### src/rtl/alu_operand_stage_pkg.sv
// ============================================================================
// Module      : alu_operand_stage_pkg
// Description : Shared ALU opcodes, register-index width and forwarding helper
// Revision    : 1.0
// ============================================================================
`default_nettype none

package alu_operand_stage_pkg;

    localparam int REG_IDX_W      = 5;
    localparam int DATA_W_DEFAULT = 32;

    typedef enum logic [REG_IDX_W-1:0] {
        ALU_ADD   = 5'b00000,
        ALU_SUB   = 5'b00001,
        ALU_AND   = 5'b00010,
        ALU_OR    = 5'b00011,
        ALU_XOR   = 5'b00100,
        ALU_NOR   = 5'b00101,
        ALU_SLT   = 5'b00110,
        ALU_SLTU  = 5'b00111,
        ALU_SLL   = 5'b01000,
        ALU_SRL   = 5'b01001,
        ALU_SRA   = 5'b01010,
        ALU_SLLV  = 5'b01011,
        ALU_SRLV  = 5'b01100,
        ALU_SRAV  = 5'b01101,
        ALU_LUI   = 5'b01110,
        ALU_MUL   = 5'b01111,
        ALU_MULH  = 5'b10000,
        ALU_MULHU = 5'b10001,
        ALU_DIV   = 5'b10010,
        ALU_MOD   = 5'b10011
    } alu_op_e;

    // Register 0 is hard-wired to zero, so it must never match a forwarding source.
    function automatic logic fwd_hit(input logic                 we,
                                     input logic [REG_IDX_W-1:0] src_rd,
                                     input logic [REG_IDX_W-1:0] idx);
        return we && (src_rd == idx) && (idx != '0);
    endfunction

endpackage

`default_nettype wire

### src/rtl/fwd_select.sv
// ============================================================================
// Module      : fwd_select
// Description : Picks one ALU operand from mem / wb forwarding or register data
// Revision    : 1.0
// ============================================================================
`default_nettype none

module fwd_select
    import alu_operand_stage_pkg::*;
#(
    parameter int DATA_W = DATA_W_DEFAULT
) (
    input  logic [REG_IDX_W-1:0] idx,
    input  logic [DATA_W-1:0]    reg_data,
    input  logic                 mem_reg_write,
    input  logic [REG_IDX_W-1:0] mem_rd,
    input  logic [DATA_W-1:0]    mem_result,
    input  logic                 wb_reg_write,
    input  logic [REG_IDX_W-1:0] wb_rd,
    input  logic [DATA_W-1:0]    wb_data,
    output logic [DATA_W-1:0]    operand
);

    logic w_mem_hit;
    logic w_wb_hit;

    assign w_mem_hit = fwd_hit(mem_reg_write, mem_rd, idx);
    assign w_wb_hit  = fwd_hit(wb_reg_write,  wb_rd,  idx);

    // The younger producer (mem) wins when both stages target the same register.
    always_comb begin
        operand = reg_data;
        if (w_mem_hit) begin
            operand = mem_result;
        end else if (w_wb_hit) begin
            operand = wb_data;
        end
    end

endmodule

`default_nettype wire

### src/rtl/alu_operand_stage.sv
// ============================================================================
// Module      : alu_operand_stage
// Description : Decode-to-ALU pipeline register with forwarding and load-use stall
// Revision    : 1.0
// ============================================================================
`default_nettype none

module alu_operand_stage
    import alu_operand_stage_pkg::*;
#(
    parameter int DATA_W = DATA_W_DEFAULT,
    parameter int CNT_W  = 16
) (
    input  logic                 clk,
    input  logic                 rst_n,
    input  logic                 in_valid,
    output logic                 in_ready,
    input  logic [REG_IDX_W-1:0] in_op,
    input  logic [REG_IDX_W-1:0] in_shamt,
    input  logic [REG_IDX_W-1:0] in_rs,
    input  logic [REG_IDX_W-1:0] in_rt,
    input  logic [REG_IDX_W-1:0] in_rd,
    input  logic [DATA_W-1:0]    in_rs_data,
    input  logic [DATA_W-1:0]    in_rt_data,
    input  logic [DATA_W-1:0]    in_imm,
    input  logic                 in_use_imm,
    input  logic                 in_reg_write,
    input  logic                 in_mem_read,
    input  logic                 flush,
    input  logic                 mem_reg_write,
    input  logic [REG_IDX_W-1:0] mem_rd,
    input  logic [DATA_W-1:0]    mem_result,
    input  logic                 wb_reg_write,
    input  logic [REG_IDX_W-1:0] wb_rd,
    input  logic [DATA_W-1:0]    wb_data,
    input  logic                 ex_ready,
    output logic                 ex_valid,
    output logic [REG_IDX_W-1:0] ex_op,
    output logic [DATA_W-1:0]    ex_data1,
    output logic [DATA_W-1:0]    ex_data2,
    output logic [REG_IDX_W-1:0] ex_shamt,
    output logic [REG_IDX_W-1:0] ex_rd,
    output logic                 ex_reg_write,
    output logic                 ex_mem_read,
    output logic [CNT_W-1:0]     stall_count
);

    logic                 ex_valid_q,     ex_valid_d;
    logic [REG_IDX_W-1:0] ex_op_q,        ex_op_d;
    logic [DATA_W-1:0]    ex_data1_q,     ex_data1_d;
    logic [DATA_W-1:0]    ex_data2_q,     ex_data2_d;
    logic [REG_IDX_W-1:0] ex_shamt_q,     ex_shamt_d;
    logic [REG_IDX_W-1:0] ex_rd_q,        ex_rd_d;
    logic                 ex_reg_write_q, ex_reg_write_d;
    logic                 ex_mem_read_q,  ex_mem_read_d;
    logic [CNT_W-1:0]     stall_count_q,  stall_count_d;

    logic                 w_hazard;
    logic                 w_capture;
    logic [DATA_W-1:0]    w_fwd_rs;
    logic [DATA_W-1:0]    w_fwd_rt;

    // A load in ex cannot supply its data yet; a consumer behind it must wait.
    assign w_hazard = in_valid && ex_valid_q && ex_mem_read_q && (ex_rd_q != '0) &&
                      ((ex_rd_q == in_rs) || ((ex_rd_q == in_rt) && !in_use_imm));

    assign in_ready  = (!ex_valid_q || ex_ready) && !w_hazard && !flush;
    assign w_capture = in_valid && in_ready;

    fwd_select #(
        .DATA_W        (DATA_W)
    ) u_fwd_rs (
        .idx           (in_rs),
        .reg_data      (in_rs_data),
        .mem_reg_write (mem_reg_write),
        .mem_rd        (mem_rd),
        .mem_result    (mem_result),
        .wb_reg_write  (wb_reg_write),
        .wb_rd         (wb_rd),
        .wb_data       (wb_data),
        .operand       (w_fwd_rs)
    );

    fwd_select #(
        .DATA_W        (DATA_W)
    ) u_fwd_rt (
        .idx           (in_rt),
        .reg_data      (in_rt_data),
        .mem_reg_write (mem_reg_write),
        .mem_rd        (mem_rd),
        .mem_result    (mem_result),
        .wb_reg_write  (wb_reg_write),
        .wb_rd         (wb_rd),
        .wb_data       (wb_data),
        .operand       (w_fwd_rt)
    );

    always_comb begin
        ex_valid_d     = ex_valid_q;
        ex_op_d        = ex_op_q;
        ex_data1_d     = ex_data1_q;
        ex_data2_d     = ex_data2_q;
        ex_shamt_d     = ex_shamt_q;
        ex_rd_d        = ex_rd_q;
        ex_reg_write_d = ex_reg_write_q;
        ex_mem_read_d  = ex_mem_read_q;
        stall_count_d  = stall_count_q;

        if (w_hazard && !(&stall_count_q)) begin
            stall_count_d = stall_count_q + 1'b1;
        end

        // Payload only moves on capture, so it stays stable across bubbles and flushes.
        if (flush) begin
            ex_valid_d = 1'b0;
        end else if (w_capture) begin
            ex_valid_d     = 1'b1;
            ex_op_d        = in_op;
            ex_data1_d     = w_fwd_rs;
            ex_data2_d     = in_use_imm ? in_imm : w_fwd_rt;
            ex_shamt_d     = in_shamt;
            ex_rd_d        = in_rd;
            ex_reg_write_d = in_reg_write;
            ex_mem_read_d  = in_mem_read;
        end else if (ex_ready) begin
            ex_valid_d = 1'b0;
        end
    end

    always_ff @(posedge clk or negedge rst_n) begin
        if (!rst_n) begin
            ex_valid_q     <= 1'b0;
            ex_op_q        <= '0;
            ex_data1_q     <= '0;
            ex_data2_q     <= '0;
            ex_shamt_q     <= '0;
            ex_rd_q        <= '0;
            ex_reg_write_q <= 1'b0;
            ex_mem_read_q  <= 1'b0;
            stall_count_q  <= '0;
        end else begin
            ex_valid_q     <= ex_valid_d;
            ex_op_q        <= ex_op_d;
            ex_data1_q     <= ex_data1_d;
            ex_data2_q     <= ex_data2_d;
            ex_shamt_q     <= ex_shamt_d;
            ex_rd_q        <= ex_rd_d;
            ex_reg_write_q <= ex_reg_write_d;
            ex_mem_read_q  <= ex_mem_read_d;
            stall_count_q  <= stall_count_d;
        end
    end

    assign ex_valid     = ex_valid_q;
    assign ex_op        = ex_op_q;
    assign ex_data1     = ex_data1_q;
    assign ex_data2     = ex_data2_q;
    assign ex_shamt     = ex_shamt_q;
    assign ex_rd        = ex_rd_q;
    assign ex_reg_write = ex_reg_write_q;
    assign ex_mem_read  = ex_mem_read_q;
    assign stall_count  = stall_count_q;

endmodule

`default_nettype wire

### config.mk
export PLATFORM = sky130hd
export DESIGN_NAME = alu_operand_stage
export DESIGN_NICKNAME = d
export VERILOG_FILES = /design/src/rtl/alu_operand_stage_pkg.sv /design/src/rtl/fwd_select.sv /design/src/rtl/alu_operand_stage.sv
export SDC_FILE = /design/constraint.sdc
export NUM_CORES = 1
export LEC_CHECK = 0
export ABC_AREA = 1
export CAP_MARGIN = 10
export CORE_MARGIN = 5
export CORE_UTILIZATION = 30
export DETAILED_ROUTE_END_ITERATION = 10
export PLACE_DENSITY_LB_ADDON = 0.15
export SKIP_LAST_GASP = 1
export SYNTH_ARGS = -nofsm -noshare
export SYNTH_HDL_FRONTEND = slang
export SYNTH_SLANG_ARGS = --single-unit
### constraint.sdc
create_clock -name clk -period 1.8 [get_ports clk]
set_input_delay 0.54 -clock clk [delete_from_list [all_inputs] [get_ports clk]]
set_output_delay 0.54 -clock clk [all_outputs]
set_load 0.01 [all_outputs]
==> parameters.txt, run 1 <==
Parameter                              Value

Run status
  Result of the run ... finished with violations
  Violations in the final reports ... negative setup slack

Layout
  Fraction of final layout cells with drive strength greater than 1 ... 0.141
  Net count reported at finish ... 1,773
  Area growth from synthesis to layout ... 79.3%
  Commonest non-fill, non-tap cell in the layout ... nand2_1
  Commonest cells after routing, fill and taps aside ... nand2_1, clkdlybuf4s50_1, nand3_1
  Fillers ... 2,361
  Share of the core filled with cells ... 0.541

Detailed routing
  Number of violations reported at the end of detailed-routing iteration 0 ... 492
  Number of detailed-routing iterations run before antenna repair ... 5
  DR vias ... 8,765
  DR WL/cell ... 17.8 um
  Wire length reported by the detailed router ... 33,600 um
  Via density per instance ... 4.64
  DRC violation count after routing ... 0
  Final antenna-violating net count ... 0

Global routing
  Global-route wire length before repair ... 50,900 um
  Gr usage total ... 0.249
  Met3 usage in global routing ... 0.0539
  GR met2 Demand/Resource ... 0.425
  Total grt overflow ... 0
  Pin count of the biggest net entering global routing ... between 60 and 70
  Met1 usage ... 0.318
  GRT busiest layer ... met2
  Antenna violations before repair ... 2
  Via count of the first global-routing pass ... 8,830

STA
  Relative slew margins ... 0.456
  Period utilization ... 1.18
  Setup repair after global routing missed its margin ... true
  Final Worst Setup Slack ... -0.318 ns
  Peak Freq ... 472 MHz
  Worst Skew ... ~0.015 ns
  Final count of negative-setup-slack endpoints ... 83
  Max-slew violation count ... 0
  Slew @ Worst Pin ... 0.816 ns
  Time the final worst path needs with I/O delays and setup ... 2.12 ns
  Final number of hold-violating endpoints ... 0

Floorplanning
  Area of the die ... roughly 27,000 um^2
  Starting utilization of the core area ... 0.302
  Row Count ... 56
  Area of the core region ... 23,300 um^2
  Top-Level Pins ... 304
  Vertical die dimension ... 163 um
  Die boundary width ... about 160 um

Power
  Overall power after layout ... 7.86 mW
  Peak supply drop ... 0.000383 V
  Leak pwr ... 7.06 nW
  Power Dens Cells ... 625 nW/um^2

Setup path
  Buffers and inverters on the worst path ... 3
  Worst-path fanout max ... 3
  Critical Path Start ... ex_rd[4]
  Type of the worst setup path ... reg2out
  Kind of cell with the highest combined delay on the critical path ... simple AND/OR/NAND/NOR gates
  Nature of the critical path startpoint ... flip-flop
  Data arrival time of the critical path ... 1.58 ns
  Slowest-stage cell, CP ... dfrtp_1
  Ordered list of cells on the worst path ... buf_6, nand2_2, nand2_2, nor2_2, nand3_1, nand2_2, nand2_2, nand2_1, inv_1, buf_2
  Setup crit end kind ... primary output
  Cell repeated most along the worst path ... nand2_2
  Start of the worst register-to-register path ... ex_rd[4]
  Endpoint required time on the critical path ... 1.26 ns
  Largest stage delay on the critical path ... 0.41 ns

Synthesis
  Count of synthesis-stage warnings from yosys ... 0
  EDFF count, synth ... 0
  Syn Std Cell Area ... 7020 um^2
  Flip-flop and latch count after synthesis ... 98
  Sequential area share after synthesis ... 0.349
  Synthesized netlist cell count ... 1,171
  Number of distinct library cells after synthesis ... 25
  Main flop type after synthesis ... dfrtp_1
  Share of synthesized flip-flops with an asynchronous set or reset ... 1.00
  Net Count, Synth ... 1,377
  Mean area per synthesized cell ... around 6.0 um^2

Min path
  Hold WC Path Type ... reg2reg
  Worst Hold Launch ... ex_data2[13]

Clocking
  Sinks on Clock Net ... 98
  Reg clk slew, reported paths ... approximately 0.08 ns
  Clock root cell ... clkbuf_16
  Inserted Clock Buffers ... 9
  Max Root-Sink Buffers ... 2
  H-tree lvl count ... 3
  Clk Latency, worst-skew pair ... 0.35 ns
  CTS tree ... done

Placed design
  Global placement routability congestion ... 0.841
  HPWL after DPL ... 21,400 um
  PortBufs ... slightly above 300

Flow run
  Max-Cap Viols ... 0
-- state kept, by name, indices dropped and copies added (netlist names) --
register and cells:
stall_count 16, ex_op 5, ex_reg_write 1, ex_rd 5, ex_data1 32, ex_data2 32
ex_mem_read 1, ex_shamt 5, ex_valid 1
-- kinds of logic (layout without fill, tap and decap cells) --
group | count (synthesis) | in the layout | synth area share
other | 0 | 1 | 0
AND/OR/NAND/NOR | 804 | 804 | 0.471
XOR/XNOR | 20 | 20 | 0.0250
adder cells (fa/ha/maj) | 1 | 1 | 0.00178
AO/OA/AOI/OAI | 21 | 21 | 0.0160
buffers and inverters | 227 | 627 | 0.137
flip-flops | 98 | 98 | 0.349
-- metrics by stage --
step	hold slack [ns]	setup WS, ns	area, um^2	TNS (ns)	std cells
6_report	0.475	-0.318	12600	-16.72	1891
3_5_place_dp	0.338	-0.921	10900	-61.07	1806
2_1_floorplan	0.244	0.182	7020	0	1171
5_1_grt	0.493	-0.416	12600	-27.47	1891
3_3_place_gp	0.337	-0.901	10900	-57.74	1806
4_1_cts	0.480	-0.304	12500	-15.18	1886
-- worst paths after layout --
path | to | slack (ns) | depth (start not counted)
setup / recovery | in_ready | -0.32 | 10
hold / removal | ex_data2[13] | 0.48 | 2
setup reg to reg | ex_data2[6] | -0.29 | 16
hold reg to reg | ex_data2[13] | 0.48 | 2
max in group asynchronous | stall_count[14] | 0.61 | 3
min in group asynchronous | ex_shamt[2] | 0.51 | 2
-- power by group --
part           internal, mW  switching [mW]  total [mW]
Clock                  1.08           0.964        2.04
Combinational          1.56            1.47        3.04
Sequential             2.56           0.223        2.78
-- cell type report --
| cell class | count | area [um^2] | area share |
|---|---|---|---|
| Antenna cell | 1 | 2.50 | 0.000199 |
| Clock buffer | 9 | 225 | 0.0179 |
| Clock inverter | 6 | 67.6 | 0.00537 |
| Inverter | 168 | 654 | 0.0520 |
| Multi-Input combinational cell | 846 | 3760 | 0.299 |
| Sequential cell | 98 | 2460 | 0.195 |
| Tap cell | 319 | 399 | 0.0317 |
| Timing Repair Buffer | 442 | 5000 | 0.398 |
| Timing Repair inverter | 2 | 15.0 | 0.00119 |
-- synth_stat cells (4+ instances only) --
cell type	number	area share
nand2_1	525	0.28
nand3_1	172	0.12
inv_1	156	0.083
dfrtp_1	98	0.35
nor2_1	79	0.042
buf_2	40	0.029
inv_2	12	0.0064
o21ai_0	11	0.0078
xor2_1	11	0.014
nand4_1	9	0.0080
xnor2_1	9	0.011
buf_4	8	0.0086
nor3_1	8	0.0057
nor2_2	6	0.0053
o21ai_1	6	0.0043
buf_6	4	0.0064
clkbuf_1	4	0.0021
-- metal layers --
metal | vias up | wire (um)
met5 | - | 20
met4 | 2 | 815
met3 | 47 | 2510
met2 | 308 | 16100
met1 | 4055 | 14200
li1 | 4353 | -
-- tightest hold or removal path: stages (launching register included) --
cell and delay [ns]:
dfrtp_1 0.34, nand2_1 0.05, nand2_1 0.05
-- what timing repair did --
| item | CTS | global route |
|---|---|---|
| pin swaps | 26 | 4 |
| hold endpoints to repair | 1 | 0 |
| cloned | 29 | 1 |
| resized for setup | 226 | 38 |
| endpoints found under the setup margin | 174 | 118 |
| setup buffers | 38 | 4 |
| hold buffers | 1 | 0 |
Note: power is estimated with default switching activity, not from simulation.
==> run 2, diff against run 1 <==
CORE_ASPECT_RATIO = 1.4   (was default)
==> parameters.txt, run 2 (synthesis results as in run 1) <==
Parameter                              Value

Detailed routing
  Wire length reported by the detailed router ... 33,600 um
  DR vias ... 8,712
  DR WL/cell ... between 15 and 20 um
  Number of violations reported at the end of detailed-routing iteration 0 ... 448
  Number of detailed-routing iterations run before antenna repair ... 5
  Final antenna-violating net count ... 0
  Via density per instance ... roughly 4.7
  DRC violation count after routing ... 0

STA
  Slew @ Worst Pin ... 0.810 ns
  Final TNS setup ... -6.98 ns
  Time the final worst path needs with I/O delays and setup ... about 2.1 ns
  Final count of negative-setup-slack endpoints ... 76
  Relative slew margins ... 0.460
  Period utilization ... 1.16
  Final Worst Setup Slack ... -0.293 ns
  Max-slew violation count ... 0
  Worst Hold Margin ... 0.126 ns
  Final number of hold-violating endpoints ... 0
  Setup repair after global routing missed its margin ... true
  Worst Skew ... about 0.005 ns
  Peak Freq ... 478 MHz

Clocking
  Sinks on Clock Net ... 98
  CTS tree ... done
  Inserted Clock Buffers ... 9
  Clock root cell ... clkbuf_16
  Max Root-Sink Buffers ... 2
  H-tree lvl count ... 3
  Clk Latency, worst-skew pair ... 0.36 ns
  Reg clk slew, reported paths ... 0.07 ns

Placed design
  Global placement routability congestion ... around 0.9
  PortBufs ... 303
  HPWL after DPL ... 22,300 um
  Post-Place Worst Slack ... -0.937 ns

Layout
  Share of the core filled with cells ... 0.529
  Commonest non-fill, non-tap cell in the layout ... nand2_1
  Commonest cells after routing, fill and taps aside ... nand2_1, clkdlybuf4s50_1, nand3_1
  Net count reported at finish ... 1,761
  Area growth from synthesis to layout ... 74.1%
  Fraction of final layout cells with drive strength greater than 1 ... 0.129

Global routing
  Antenna violations before repair ... 3
  Pin count of the biggest net entering global routing ... 65
  Global-route wire length before repair ... 46,900 um
  Via count of the first global-routing pass ... 8,372
  Gr usage total ... 0.225
  Total grt overflow ... 0

Setup path
  Start of the worst register-to-register path ... ex_rd[4]
  Setup crit end kind ... primary output
  Critical Path Start ... ex_rd[1]
  Slowest-stage cell, CP ... dfrtp_1
  Nature of the critical path startpoint ... flip-flop
  Largest stage delay on the critical path ... 0.42 ns
  Type of the worst setup path ... reg2out
  Worst-path fanout max ... 3
  Endpoint required time on the critical path ... 1.26 ns
  Data arrival time of the critical path ... 1.55 ns
  Ordered list of cells on the worst path ... buf_6, nand2_2, nand2_2, nor2_2, nand3_1, nand2_2, nand2_2, nand2_2, inv_2, buf_6
  Cell repeated most along the worst path ... nand2_2

Power
  Power Dens Cells ... 650 nW/um^2
  Overall power after layout ... between 7 and 8 mW
  Leak pwr ... 6.74 nW
  Peak supply drop ... about 0.00043 V

Floorplanning
  Starting utilization of the core area ... 0.304
  Row Count ... 66
  Vertical die dimension ... between 150 and 200 um
  Area of the die ... 26,600 um^2
  Area of the core region ... 23,100 um^2
  Top-Level Pins ... 304
  Die boundary width ... about 140 um

Min path
  Hold WC Path Type ... in2async

Run status
  Violations in the final reports ... negative setup slack
  Result of the run ... finished with violations

Flow run
  Max-Cap Viols ... 0
run 2: changes by cell type in the layout (fill, tap and decap cells not counted), moves of 7 or more:
cell / delta
dlymetal6s2s_1: -17
dlygate4sd2_1: +19
bufbuf_16: -7
buf_16: -13
clkbuf_16: +14
run 2: per-layer routing:
| metal | vias to the layer above | GRT usage | share of wire |
|---|---|---|---|
| li1 | 4335 | - | - |
| met1 | 4020 | 0.264 | 0.39 |
| met2 | 296 | 0.408 | 0.52 |
| met3 | 59 | 0.0435 | 0.061 |
| met4 | 2 | 0.0783 | 0.028 |
| met5 | - | 0 | 0.00033 |
run 2: final timing paths:
| kind | to | slack, ns | cells after the start |
|---|---|---|---|
| min in group clk | ex_data2[12] | 0.47 | 2 |
| hold / removal | stall_count[8] | 0.13 | 1 |
| hold reg to reg | ex_data2[12] | 0.47 | 2 |
| setup / recovery | in_ready | -0.29 | 10 |
| max in group asynchronous | ex_data1[30] | 1.13 | 2 |
| setup reg to reg | ex_data1[16] | -0.16 | 13 |
run 2: critical path: cells and delay by family, from the launching register on:
family / cells / cell delay (ns)
simple gates: 7 / 0.48
flops: 1 / 0.42
buf+inv: 3 / 0.29
run 2: final cells by class:
class | count | area, um^2
Antenna cell | 2 | 5.00
Clock buffer | 10 | 239
Clock inverter | 6 | 88.8
Fill cell | 2376 | 10900
Inverter | 168 | 659
Multi-Input combinational cell | 847 | 3730
Sequential cell | 98 | 2460
Tap cell | 306 | 383
Timing Repair Buffer | 430 | 4650
Timing Repair inverter | 1 | 11.3
run 2: timing repair:
action,4_1_cts,5_1_grt
endpoints found under the setup margin,176,88
pin swaps,18,12
hold buffers,0,0
setup buffers,18,12
cloned,8,18
resized for setup,175,42
run 2: report_power, final:
group | internal [mW] | switching, mW
Sequential | 2.56 | 0.222
Clock | 1.26 | 0.931
Combinational | 1.50 | 1.47
Total | 5.32 | 2.63
run 2: through the flow:
stage          cells  cell area [um^2]
2_1_floorplan   1171              7020
3_3_place_gp    1795             10900
3_5_place_dp    1795             10900
4_1_cts         1837             11600
5_1_grt         1868             12200
6_report        1868             12200
